File: config.mk
export PLATFORM = sky130hd
export DESIGN_NAME = i2c_target_regfile
export DESIGN_NICKNAME = d
export VERILOG_FILES = /design/src/rtl/i2c_pkg.sv /design/src/rtl/i2c_line_filter.sv /design/src/rtl/i2c_target_regfile.sv
export SDC_FILE = /design/constraint.sdc
export NUM_CORES = 1
export LEC_CHECK = 0
export CORE_MARGIN = 10
export CORE_UTILIZATION = 50
export CTS_BUF_LIST = sky130_fd_sc_hd__clkbuf_2 sky130_fd_sc_hd__clkbuf_4 sky130_fd_sc_hd__clkbuf_8
export CTS_CLUSTER_DIAMETER = 80
export DETAILED_ROUTE_END_ITERATION = 8
export PLACE_DENSITY = 0.71
export SETUP_SLACK_MARGIN = 0.4
export SLEW_MARGIN = 20
export SYNTH_ARGS = -nofsm -noshare
export SYNTH_HDL_FRONTEND = slang
export SYNTH_SLANG_ARGS = --single-unit
File: constraint.sdc
create_clock -name clk -period 4.7 [get_ports clk]
set_input_delay 0.705 -clock clk [delete_from_list [all_inputs] [get_ports clk]]
set_output_delay 0.705 -clock clk [all_outputs]
set_load 0.05 [all_outputs]
File: src/rtl/i2c_pkg.sv
// Shared types and constants for the I2C register-file target.
package i2c_pkg;

  localparam int unsigned BYTE_BITS = 8;
  localparam int unsigned ACK_BIT   = 8;
  localparam int unsigned BIT_CNT_W = 4;

  typedef enum logic [3:0] {
    IDLE,
    ADDR,
    ADDR_ACK,
    PTR,
    PTR_ACK,
    WDATA,
    WDATA_ACK,
    RDATA,
    RACK,
    WAIT_STOP
  } state_t;

endpackage

File: src/rtl/i2c_line_filter.sv
// Two-flop synchroniser, FILTER_LEN-sample glitch filter and registered edge pulses
// for one raw I2C pin.
module i2c_line_filter #(
  parameter int unsigned FILTER_LEN = 3
) (
  input  logic clk,
  input  logic rst,
  input  logic pin,
  output logic level,
  output logic rise,
  output logic fall
);

  localparam int unsigned CW = (FILTER_LEN > 1) ? $clog2(FILTER_LEN) : 1;

  logic [1:0]    sync;
  logic [CW-1:0] cnt;

  // Level flips only after FILTER_LEN consecutive samples disagree with it.
  always_ff @(posedge clk) begin
    if (!rst) begin
      sync  <= 2'b11;
      level <= 1'b1;
      cnt   <= '0;
      rise  <= 1'b0;
      fall  <= 1'b0;
    end else begin
      sync <= {sync[0], pin};
      rise <= 1'b0;
      fall <= 1'b0;
      if (sync[1] == level) begin
        cnt <= '0;
      end else if (cnt == CW'(FILTER_LEN - 1)) begin
        level <= sync[1];
        cnt   <= '0;
        rise  <= sync[1];
        fall  <= ~sync[1];
      end else begin
        cnt <= cnt + CW'(1);
      end
    end
  end

endmodule

File: src/rtl/i2c_target_regfile.sv
// I2C target fronting an external register bank: burst write/read with an
// auto-incrementing pointer, repeated START and master NACK termination.
module i2c_target_regfile
  import i2c_pkg::*;
#(
  parameter int unsigned REG_ADDR_W = 8,
  parameter int unsigned NUM_REGS   = 256,
  parameter int unsigned FILTER_LEN = 3,
  parameter bit          AUTO_INC   = 1'b1
) (
  input  logic                  clk,
  input  logic                  rst,
  input  logic [6:0]            dev_addr,
  input  logic                  scl_i,
  input  logic                  sda_i,
  output logic                  sda_oe,
  output logic [REG_ADDR_W-1:0] reg_addr,
  output logic                  reg_wr_en,
  output logic [7:0]            reg_wr_data,
  output logic                  reg_rd_en,
  input  logic [7:0]            reg_rd_data,
  output logic                  busy,
  output logic                  addressed
);

  localparam int unsigned PW = REG_ADDR_W;

  logic scl, scl_rise, scl_fall;
  logic sda, sda_rise, sda_fall;

  i2c_line_filter #(.FILTER_LEN(FILTER_LEN)) u_scl_filt (
    .clk   (clk),
    .rst   (rst),
    .pin   (scl_i),
    .level (scl),
    .rise  (scl_rise),
    .fall  (scl_fall)
  );

  i2c_line_filter #(.FILTER_LEN(FILTER_LEN)) u_sda_filt (
    .clk   (clk),
    .rst   (rst),
    .pin   (sda_i),
    .level (sda),
    .rise  (sda_rise),
    .fall  (sda_fall)
  );

  state_t               state, state_d;
  logic [BIT_CNT_W-1:0] bit_cnt, bit_cnt_d;
  logic [7:0]           shift, shift_d;
  logic [7:0]           tx, tx_d;
  logic                 rd_lat, rd_lat_d;
  logic                 adv_pend, adv_pend_d;
  logic                 sda_oe_d;
  logic [PW-1:0]        reg_addr_d;
  logic                 reg_wr_en_d;
  logic [7:0]           reg_wr_data_d;
  logic                 reg_rd_en_d;
  logic                 busy_d;
  logic                 addressed_d;

  logic                 start_c, stop_c, last_bit_c;
  logic [7:0]           shift_in_c;
  logic [PW-1:0]        ptr_adv_c;

  assign start_c    = sda_fall & scl;
  assign stop_c     = sda_rise & scl;
  assign last_bit_c = (bit_cnt == BIT_CNT_W'(BYTE_BITS - 1));
  assign shift_in_c = {shift[6:0], sda};
  assign ptr_adv_c  = !AUTO_INC ? reg_addr :
                      (reg_addr == PW'(NUM_REGS - 1)) ? '0 : reg_addr + PW'(1);

  always_ff @(posedge clk) begin
    if (!rst) begin
      state       <= IDLE;
      bit_cnt     <= '0;
      shift       <= '0;
      tx          <= '0;
      rd_lat      <= 1'b0;
      adv_pend    <= 1'b0;
      sda_oe      <= 1'b0;
      reg_addr    <= '0;
      reg_wr_en   <= 1'b0;
      reg_wr_data <= '0;
      reg_rd_en   <= 1'b0;
      busy        <= 1'b0;
      addressed   <= 1'b0;
    end else begin
      state       <= state_d;
      bit_cnt     <= bit_cnt_d;
      shift       <= shift_d;
      tx          <= tx_d;
      rd_lat      <= rd_lat_d;
      adv_pend    <= adv_pend_d;
      sda_oe      <= sda_oe_d;
      reg_addr    <= reg_addr_d;
      reg_wr_en   <= reg_wr_en_d;
      reg_wr_data <= reg_wr_data_d;
      reg_rd_en   <= reg_rd_en_d;
      busy        <= busy_d;
      addressed   <= addressed_d;
    end
  end

  // ACK phases hand over to the next state on the ACK rise; the following
  // SCL fall then releases SDA or drives the first read bit.
  always_comb begin
    state_d       = state;
    bit_cnt_d     = bit_cnt;
    shift_d       = shift;
    tx_d          = tx;
    rd_lat_d      = reg_rd_en;
    adv_pend_d    = 1'b0;
    sda_oe_d      = sda_oe;
    reg_addr_d    = reg_addr;
    reg_wr_en_d   = 1'b0;
    reg_wr_data_d = reg_wr_data;
    reg_rd_en_d   = 1'b0;
    busy_d        = busy;
    addressed_d   = addressed;

    if (adv_pend) reg_addr_d = ptr_adv_c;
    if (rd_lat)   tx_d       = reg_rd_data;

    if (stop_c) begin
      state_d     = IDLE;
      busy_d      = 1'b0;
      addressed_d = 1'b0;
      sda_oe_d    = 1'b0;
    end else if (start_c) begin
      state_d     = ADDR;
      busy_d      = 1'b1;
      addressed_d = 1'b0;
      sda_oe_d    = 1'b0;
      bit_cnt_d   = '0;
    end else begin
      unique case (state)
        IDLE, WAIT_STOP: ;
        ADDR: begin
          if (scl_rise) begin
            shift_d = shift_in_c;
            if (!last_bit_c) begin
              bit_cnt_d = bit_cnt + BIT_CNT_W'(1);
            end else if (shift_in_c[7:1] == dev_addr) begin
              state_d     = ADDR_ACK;
              addressed_d = 1'b1;
              bit_cnt_d   = BIT_CNT_W'(ACK_BIT);
            end else begin
              state_d = IDLE;
            end
          end
        end
        ADDR_ACK: begin
          if (scl_fall) sda_oe_d = 1'b1;
          if (scl_rise) begin
            bit_cnt_d = '0;
            if (shift[0]) begin
              state_d     = RDATA;
              reg_rd_en_d = 1'b1;
            end else begin
              state_d = PTR;
            end
          end
        end
        PTR, WDATA: begin
          if (scl_fall) sda_oe_d = 1'b0;
          if (scl_rise) begin
            shift_d = shift_in_c;
            if (!last_bit_c) begin
              bit_cnt_d = bit_cnt + BIT_CNT_W'(1);
            end else begin
              bit_cnt_d = BIT_CNT_W'(ACK_BIT);
              if (state == PTR) begin
                state_d    = PTR_ACK;
                reg_addr_d = shift_in_c[PW-1:0];
              end else begin
                state_d = WDATA_ACK;
              end
            end
          end
        end
        PTR_ACK: begin
          if (scl_fall) sda_oe_d = 1'b1;
          if (scl_rise) begin
            state_d   = WDATA;
            bit_cnt_d = '0;
          end
        end
        WDATA_ACK: begin
          if (scl_fall) begin
            sda_oe_d      = 1'b1;
            reg_wr_en_d   = 1'b1;
            reg_wr_data_d = shift;
            adv_pend_d    = 1'b1;
          end
          if (scl_rise) begin
            state_d   = WDATA;
            bit_cnt_d = '0;
          end
        end
        RDATA: begin
          if (scl_fall) begin
            sda_oe_d = ~tx[7];
            tx_d     = {tx[6:0], 1'b0};
          end
          if (scl_rise) begin
            if (last_bit_c) begin
              state_d   = RACK;
              bit_cnt_d = BIT_CNT_W'(ACK_BIT);
            end else begin
              bit_cnt_d = bit_cnt + BIT_CNT_W'(1);
            end
          end
        end
        RACK: begin
          if (scl_fall) sda_oe_d = 1'b0;
          if (scl_rise) begin
            if (!sda) begin
              state_d     = RDATA;
              reg_addr_d  = ptr_adv_c;
              reg_rd_en_d = 1'b1;
              bit_cnt_d   = '0;
            end else begin
              state_d = WAIT_STOP;
            end
          end
        end
        default: state_d = IDLE;
      endcase
    end
  end

endmodule

==> impl_metrics.tcl <==
set metrics [dict create \
    syn_nets 349 \
    skew_ps 8.45 \
    row_count 27 \
    ys_seq_area_frac 0.414 \
    nets 383 \
    worstSetupStartpointType "register" \
    num_vias 2483 \
    detail_route.wl_per_cell_um 15.4 \
    synth-seq-cells 60 \
    setup-tns-final_ps 0 \
    cts_tree "built" \
    first_pass_iters 6 \
    tightest_slew_ps 868 \
    maxCapViolCount 0 \
    io_pins 40 \
    drc 0 \
    critical_path_buf_inv_count 1 \
    multi_input_area_um2 1620 \
    clock_sinks 60 \
    finalCriticalPeriod_ps 2520 \
    grt_pass1_vias 2374 \
    peakVddDrop_mv 0.222 \
    root_buffer "clkbuf_8" \
    yosysWarnings 0 \
    async_reset_ff_frac 0 \
    drive_above_1_share 0.0603 \
    ant_nets 0 \
    fmaxAchievable_ghz 0.397 \
    antenna_found_initial 0 \
    critPathArrivalTime_ps 1810 \
    synth.largest_area_cell "dfxtp_1" \
    place_area_um2 3330 \
    syn_inst 326 \
    stdcell_count 437 \
    whs_ps 407 \
    finish.instance_area_um2 3540 \
    timing.slew.headroom 0.417 \
    detail_route.vias_per_cell 5.68 \
    grt_max_degree 45 \
    maxSlewViolCount 0 \
    slowest_stage "clkdlybuf4s50_1" \
    synth_top_area_frac 0.414 \
    clk_latency_ps 340 \
    grt_usage 0.155 \
    fillers 487 \
    hp-class "reg2reg" \
    synth_flop_cell "dfxtp_1" \
    status "complete, no violations" \
    fin_util 0.634 \
    drt_iter0_markers 173 \
    mostFrequentLayoutCell "dfxtp_1" \
    dp_cells 421 \
    die-area_um2 9250 \
    critical_path_required_ps 3990 \
    fin_crit_sh 0.536 \
    cp_top_family "buffers and inverters" \
    power_density_nw_per_um2 343 \
    avgSynthCellArea_um2 8.90 \
    synth_area_leaders "dfxtp_1 41%, mux2i_1 9.3%, nor2b_1 4.5%" \
    crit_fanout 11 \
    grt_pass1_wl_um 11500 \
    hold_buffers 0 \
    post_cts_resized 0 \
    h-tree-depth 3 \
    setup_violations 0 \
    synth-edff-count 0 \
    path_cells "clkdlybuf4s50_1" \
    coreArea_um2 5570 \
    drt_wl_total_um 6740 \
    slowest_delay_ps 890 \
    initial_utilization 0.521 \
    syn_area_um2 2900 \
    gp_congestion 0.892 \
    cts_buffers 9 \
    power_leakage_nw 1.36 \
    endpoint_kind "primary output" \
    cts_max_path_buffers 2 \
    grt_setup_unrepaired "false" \
    path_class "reg2out" \
    netlist-cell-type-count 45 \
    fp.dieH_um 96.2 \
    die_w_um 96.2 \
    hpwlAfterDp_um 4590 \
    regArea_um2 1200 \
    clk_pin_slew_ps 70 \
    syn2layout_area_growth_pct 21.9 \
    numPortBuffers 39 \
    diodes 0 \
    hold_viol 0 \
    postCtsSetupBuffers 0 \
    grt.overflow.total 0 \
    final_cell_mix "60 x dfxtp_1, 39 x clkdlybuf4s50_1, 31 x nand2_1" \
]
## registers in the layout, summed over array words and instances, names as in the netlist, 2 cells and up
signal           count
reg_addr             8
reg_wr_data          8
shift                8
tx                   8
bit_cnt              4
state                4
u_scl_filt.cnt       2
u_scl_filt.sync      2
u_sda_filt.cnt       2
u_sda_filt.sync      2
## routing by layer
metal | routed length [um] | up-vias | global-route usage
li1 | - | 1234 | -
met1 | 3010 | 1160 | 0.196
met2 | 3130 | 68 | 0.237
met3 | 461 | 21 | 0.0444
met4 | 136 | 0 | 0.0737
met5 | 0 | - | 0
## kinds of logic (layout without fill, tap and decap cells)
group           after synthesis  in the layout  synth area share
simple gates                126            126             0.225
compound gates               69             69             0.167
flops                        60             60             0.414
mux                          28             28            0.0970
buf+inv                      22             61            0.0285
xor+xnor                     17             17            0.0513
fa+ha+maj                     4              4            0.0172
## synth_stat cells, drive strengths merged, types with 2 or more instances
cell type  instances
and3               6
ha                 4
nor2              24
dfxtp             60
xnor2              4
nand4              3
o211a              7
nor4               2
a22o               4
nor3b              7
inv                4
a31o               2
clkbuf            16
nor2b             21
o21ai             13
nand2             31
and2               5
xor2              13
a21oi             11
nand2b             8
or3                2
a21o               2
buf                2
a211oi             2
o22ai              9
mux2i             27
nand3b             2
nor3              11
a22oi              8
nand3              2
## worst paths after layout
kind	from	end	slack [ps]	cells past startpoint
setup reg to reg	bit_cnt[0]	reg_addr[2]	2340	7
hold reg to reg	u_scl_filt.sync[0]	u_scl_filt.sync[1]	410	1
hold / removal	u_scl_filt.sync[0]	u_scl_filt.sync[1]	410	1
setup / recovery	adv_pend	reg_wr_en	2180	1
## area by class of cell
class	count	area share
clock buffers	12	0.0449
flip-flops and latches	60	0.340
multi-input cells	244	0.458
repair buffers	41	0.115
well taps	72	0.0255
clock inverters	4	0.0134
inverters	4	0.00425
## power by group
part	total, W	internal, W	switching, W
registers	0.000556	0.000520	0.0000359
clock network	0.000482	0.000278	0.000204
logic	0.000176	0.0000784	0.0000975
## per-stage QoR
step           power [W]  setup WS, ps
5_1_grt          0.00127          2080
2_1_floorplan   0.000692          2510
6_report         0.00121          2180
4_1_cts          0.00122          2180
3_5_place_dp    0.000738          1850
3_3_place_gp    0.000734          1890
Note: power is estimated with default switching activity, not from simulation.
==> edit 1 (same flow settings) <==
Re-encode `state_t` (10 states) as one-hot, 10 bits wide.
--- a/src/rtl/i2c_pkg.sv
+++ b/src/rtl/i2c_pkg.sv
@@ -5,17 +5,17 @@
   localparam int unsigned ACK_BIT   = 8;
   localparam int unsigned BIT_CNT_W = 4;
 
-  typedef enum logic [3:0] {
-    IDLE,
-    ADDR,
-    ADDR_ACK,
-    PTR,
-    PTR_ACK,
-    WDATA,
-    WDATA_ACK,
-    RDATA,
-    RACK,
-    WAIT_STOP
+  typedef enum logic [9:0] {
+    IDLE      = 10'b0000000001,
+    ADDR      = 10'b0000000010,
+    ADDR_ACK  = 10'b0000000100,
+    PTR       = 10'b0000001000,
+    PTR_ACK   = 10'b0000010000,
+    WDATA     = 10'b0000100000,
+    WDATA_ACK = 10'b0001000000,
+    RDATA     = 10'b0010000000,
+    RACK      = 10'b0100000000,
+    WAIT_STOP = 10'b1000000000
   } state_t;
 
 endpackage
Check against the original RTL: same outputs for any inputs over 10 cycles, from zero or initial values and one cycle with rst low; not proved beyond that.
==> edit 1 against the unedited design <==
- clock skew fell by 0.0031 ns
- count of clock-buffer cells in the layout is 1 higher
- register-to-register slack got worse by 0.39 ns
- sequential share of layout area about the same
- die area is 11% higher
- worst setup slack lost 0.23 ns
- cell count rose by 14%
- sequential cell count up 6
- wire length is 19% higher
- hold slack better by 0.0089 ns
- final area up 10%
- area after synthesis grew 13%
- highest routed layer unchanged
Power is not compared: it rests on default switching activity, and its combinational part moved more than twofold at a synthesized area within 25%.
==> edit 1: results <==
[cts]
clk_pin_slew_ns = 0.07
clockBufferDepth = 2
cts_buffers = 9
post_cts_buffers = 0
htree_levels = 3
clock_latency_ns = 0.34
cts_root_buffer = clkbuf_8

[grt]
grt_first_pass_wirelength_um = 13300
grt_max_degree = 23
grt_pass1_vias = 2689
grt_antenna_before_repair = 0
grt_usage = 0.159

[worst_setup_path]
cpPeakStageDelay_ns = 0.95
critical_path.reg2reg.endpoint = reg_addr[4]$_SDFF_PN0_
cp_slowest_cell = nor3_1
r2r_start = bit_cnt[0]$_SDFFE_PN0P_
crit_family = simple AND/OR/NAND/NOR gates
rr_worst_depth = 8
critPathMaxFanout = 9
rrSetupSlack_ns = 1.95
arrival_ns = 3.03

[yosys]
synthAdderAreaFrac = 0.0152
synthMuxAreaShare = 0.0947
ys_warn_count = 0
synth_compound_area_frac = 0.144
synth_area_leaders = dfxtp_1, mux2i_1, nor2_1, xor2_1, nand2_1
ys_types = 57
synth-xor-area-share = 0.0559
ys_seq_area_frac = 0.402
ys_async_sr_fraction = 0
netlist_instances = 380
syn_nets = 403
synthTopCellsByCount = dfxtp_1, nor2_1, mux2i_1, nand2_1, a21oi_1

[worst_hold_path]
holdPathEnd = u_sda_filt.cnt[0]$_SDFF_PP0_
hp-start = u_sda_filt.cnt[0]$_SDFF_PP0_
min_delay_path_depth = 1

[finish]
fill_cells = 591
layout.nets = 438
insertedDiodeCount = 0
drive_above_1_share = 0.0786
stdcell_count = 497
largest_reg_flops = 10

[placed_design]
portBuffers = 39
dp.cells = 481
place_congestion = 0.881
dp_hpwl_um = 5760

[sta]
hold_violations = 0
slew_headroom = 0.235
finClkSkew_ns = 0.00538
period_share = 0.584

[detailed_routing]
drt_pass1_iterations = 5
avgRoutedWirePerCell_um = 16.1
via_per_inst = 5.79
drtIter0Drc = 185
drc = 0

[outcome]
outcome = finished clean

[power_and_ir_drop]
ir_worst_vdd_v = 0.000192
p_int_w = 0.000807
leakage_nw = 1.42
edit 1: cell count changes in the layout (fill, tap and decap cells not counted), moves of 5 or more:
cell      before  now
a211oi_1       2    9
dfxtp_1       60   66
nand3_1        2   11
nor2_1        24   60
nor2b_1       21    2
o211a_1        7    0
o21ai_0       13    6
o22a_1         1    6
o22ai_1        9    2
or3_1          1    6
edit 1: worst max path at each step:
stage / start / end / slack, ns / cells past startpoint
after CTS: state[4]$_SDFFE_PP0P_ / reg_addr[6]$_SDFF_PN0_ / 2.01 / 7
final: bit_cnt[0]$_SDFFE_PN0P_ / reg_addr[4]$_SDFF_PN0_ / 1.95 / 8
after floorplan: state[4]$_SDFFE_PP0P_ / bit_cnt[3]$_SDFFE_PN0P_ / 2.21 / 8
after global placement: dev_addr[3] / bit_cnt[3]$_SDFFE_PN0P_ / 1.81 / 8
after global routing: bit_cnt[0]$_SDFFE_PN0P_ / reg_addr[6]$_SDFF_PN0_ / 1.73 / 8
after detailed placement: dev_addr[3] / bit_cnt[3]$_SDFFE_PN0P_ / 1.78 / 8
edit 1: area by class of cell:
class,count,area [um^2],area share
clock buffer,13,160,0.0411
clock inverter,3,15.0,0.00386
inverter,8,30.0,0.00771
multi-input combinational,289,1870,0.479
sequential,66,1320,0.339
tap,77,96.3,0.0247
timing repair buffer,41,405,0.104
edit 1: power by group through the flow:
stage | Sequential (W) | Clock (W) | Combinational [W]
final | 0.000564 | 0.000428 | 0.0000462
after floorplan | 0.000576 | 0 | 0.0000233
after detailed placement | 0.000577 | 0 | 0.0000459
after global routing | 0.000564 | 0.000460 | 0.0000503
after global placement | 0.000577 | 0 | 0.0000453
after CTS | 0.000564 | 0.000441 | 0.0000461
edit 1: through the flow:
step	area, um^2	hold slack [ns]	setup WS, ns
2_1_floorplan	3290	0.386	2.21
3_3_place_gp	3720	0.390	1.81
3_5_place_dp	3720	0.405	1.78
4_1_cts	3890	0.417	2.01
5_1_grt	3890	0.428	1.73
6_report	3890	0.416	1.95
edit 1: worst reg2reg max path, stage by stage (launching register included):
cell and delay (ns):
dfxtp_1 0.39, ha_1 0.23, nand2_1 0.08, nor2_1 0.25, nand2_1 0.21, nor3_1 0.95, a22oi_1 0.23, o22a_1 0.25
nor2_1 0.08
edit 1: kinds of logic after synthesis:
kind of cell | Yosys count
adders and majority gates | 4
AOI/OAI and AO/OA | 67
xor gates and xnor gates | 21
buffers and inverters | 25
and+or+nand+nor | 166
DFF | 66
muxes | 31
edit 1: metal layers:
metal | part of all wire | global-route usage
met1 | 0.47 | 0.209
met2 | 0.44 | 0.233
met3 | 0.069 | 0.0562
met4 | 0.021 | 0.0600
met5 | 0 | 0
==> edit 2 (config.mk and constraints unchanged) <==
Without the edit above. `BIT_CNT_W`: 4 -> 6.
--- a/src/rtl/i2c_pkg.sv
+++ b/src/rtl/i2c_pkg.sv
@@ -3,7 +3,7 @@
 
   localparam int unsigned BYTE_BITS = 8;
   localparam int unsigned ACK_BIT   = 8;
-  localparam int unsigned BIT_CNT_W = 4;
+  localparam int unsigned BIT_CNT_W = 6;
 
   typedef enum logic [3:0] {
     IDLE,
Formal check against the unedited RTL: no difference found for any inputs over 10 cycles, from zero or initial values and one cycle with rst low; that may be too few to reach the edited logic, so the function may still have changed.
==> edit 2 against the unedited design <==
- final area rose by 11%
- highest routed layer unchanged
- sequential cell count rose by 2
- wire length rose by 22%
- area after synthesis rose by 15%
- register-to-register slack got worse by 0.13 ns
- worst setup slack got worse by 0.062 ns
Power is not compared: it rests on default switching activity, and its combinational part moved more than twofold at a synthesized area within 25%.
==> edit 2: results <==
[outcome]
outcome = finished clean

[placed_design]
place_congestion = 0.846
dp_hpwl_um = 5750
pre_cts_ws_ns = 1.71
dp.cells = 481
place_area_um2 = 3710

[yosys]
ys_seq_area_frac = 0.373
synthAdderAreaFrac = 0.0150
synth_area_leaders = dfxtp_1, mux2i_1, nor2_1, a21oi_1, nand2_1
syn_nets = 412
synth_area_per_cell_um2 = 8.56
synth-xor-area-share = 0.0421
synthTopCellsByCount = dfxtp_1, nor2_1, nand2_1, mux2i_1, a21oi_1
synthMuxAreaShare = 0.0876
synth_compound_area_frac = 0.205

[grt]
grt_max_degree = 38
grt_usage = 0.166

[detailed_routing]
drt_pass1_iterations = 5
drtIter0Drc = 270
drt_wl_total_um = 8240

[finish]
fill_cells = 560
layout.nets = 438
drive_above_1_share = 0.0740
stdcell_count = 496

[sta]
finClkSkew_ns = 0.00913
worst_pin_slew_ns = 0.941

[worst_setup_path]
rr_worst_depth = 5
critical_path.reg2reg.endpoint = reg_addr[7]$_SDFF_PN0_
critPathMaxFanout = 14
arrival_ns = 1.87
[edit 2: power by group]
group	switching, W	internal (W)
registers	0.00000216	0.000528
logic	0.0000153	0.0000186
clock network	0.000210	0.000261
[edit 2: per-stage QoR]
step	hold slack (ns)	util	power [W]
4_1_cts	0.409	0.608	0.00104
6_report	0.406	0.609	0.00103
3_5_place_dp	0.393	0.578	0.000576
2_1_floorplan	0.386	-	0.000556
5_1_grt	0.420	0.609	0.00106
3_3_place_gp	0.391	0.578	0.000576
[edit 2: layout make-up]
type,instances,area share
clock buffer,11,0.0371
clock inverter,4,0.0122
inverter,10,0.00959
multi-input combinational,291,0.496
sequential,62,0.317
tap,77,0.0246
timing repair buffer,41,0.104
[edit 2: worst max-delay path by stage]
stage / startpoint / end / slack [ns] / cells after the start
floorplan: reg_addr[0]$_SDFF_PN0_ / reg_addr[0]$_SDFF_PN0_ / 2.51 / 7
global placement: dev_addr[6] / bit_cnt[3]$_SDFFE_PN0P_ / 1.85 / 6
detailed placement: dev_addr[6] / bit_cnt[3]$_SDFFE_PN0P_ / 1.71 / 6
CTS: bit_cnt[0]$_SDFFE_PN0P_ / bit_cnt[3]$_SDFFE_PN0P_ / 1.90 / 6
global route: bit_cnt[0]$_SDFFE_PN0P_ / reg_addr[6]$_SDFF_PN0_ / 1.98 / 5
finish: adv_pend$_SDFF_PP0_ / reg_wr_en / 2.12 / 1
[edit 2: kinds of logic after synthesis]
family          after synthesis
compound gates               99
fa+ha+maj                     4
simple gates                143
buf+inv                      36
xor+xnor                     16
flops                        62
mux                          29
[edit 2: per-layer routing]
metal,share of wire,track usage,vias to the layer above
met5,0,0,-
met3,0.070,0.0456,14
met4,0.016,0.0737,0
met1,0.47,0.209,1377
met2,0.45,0.260,94
li1,-,-,1480
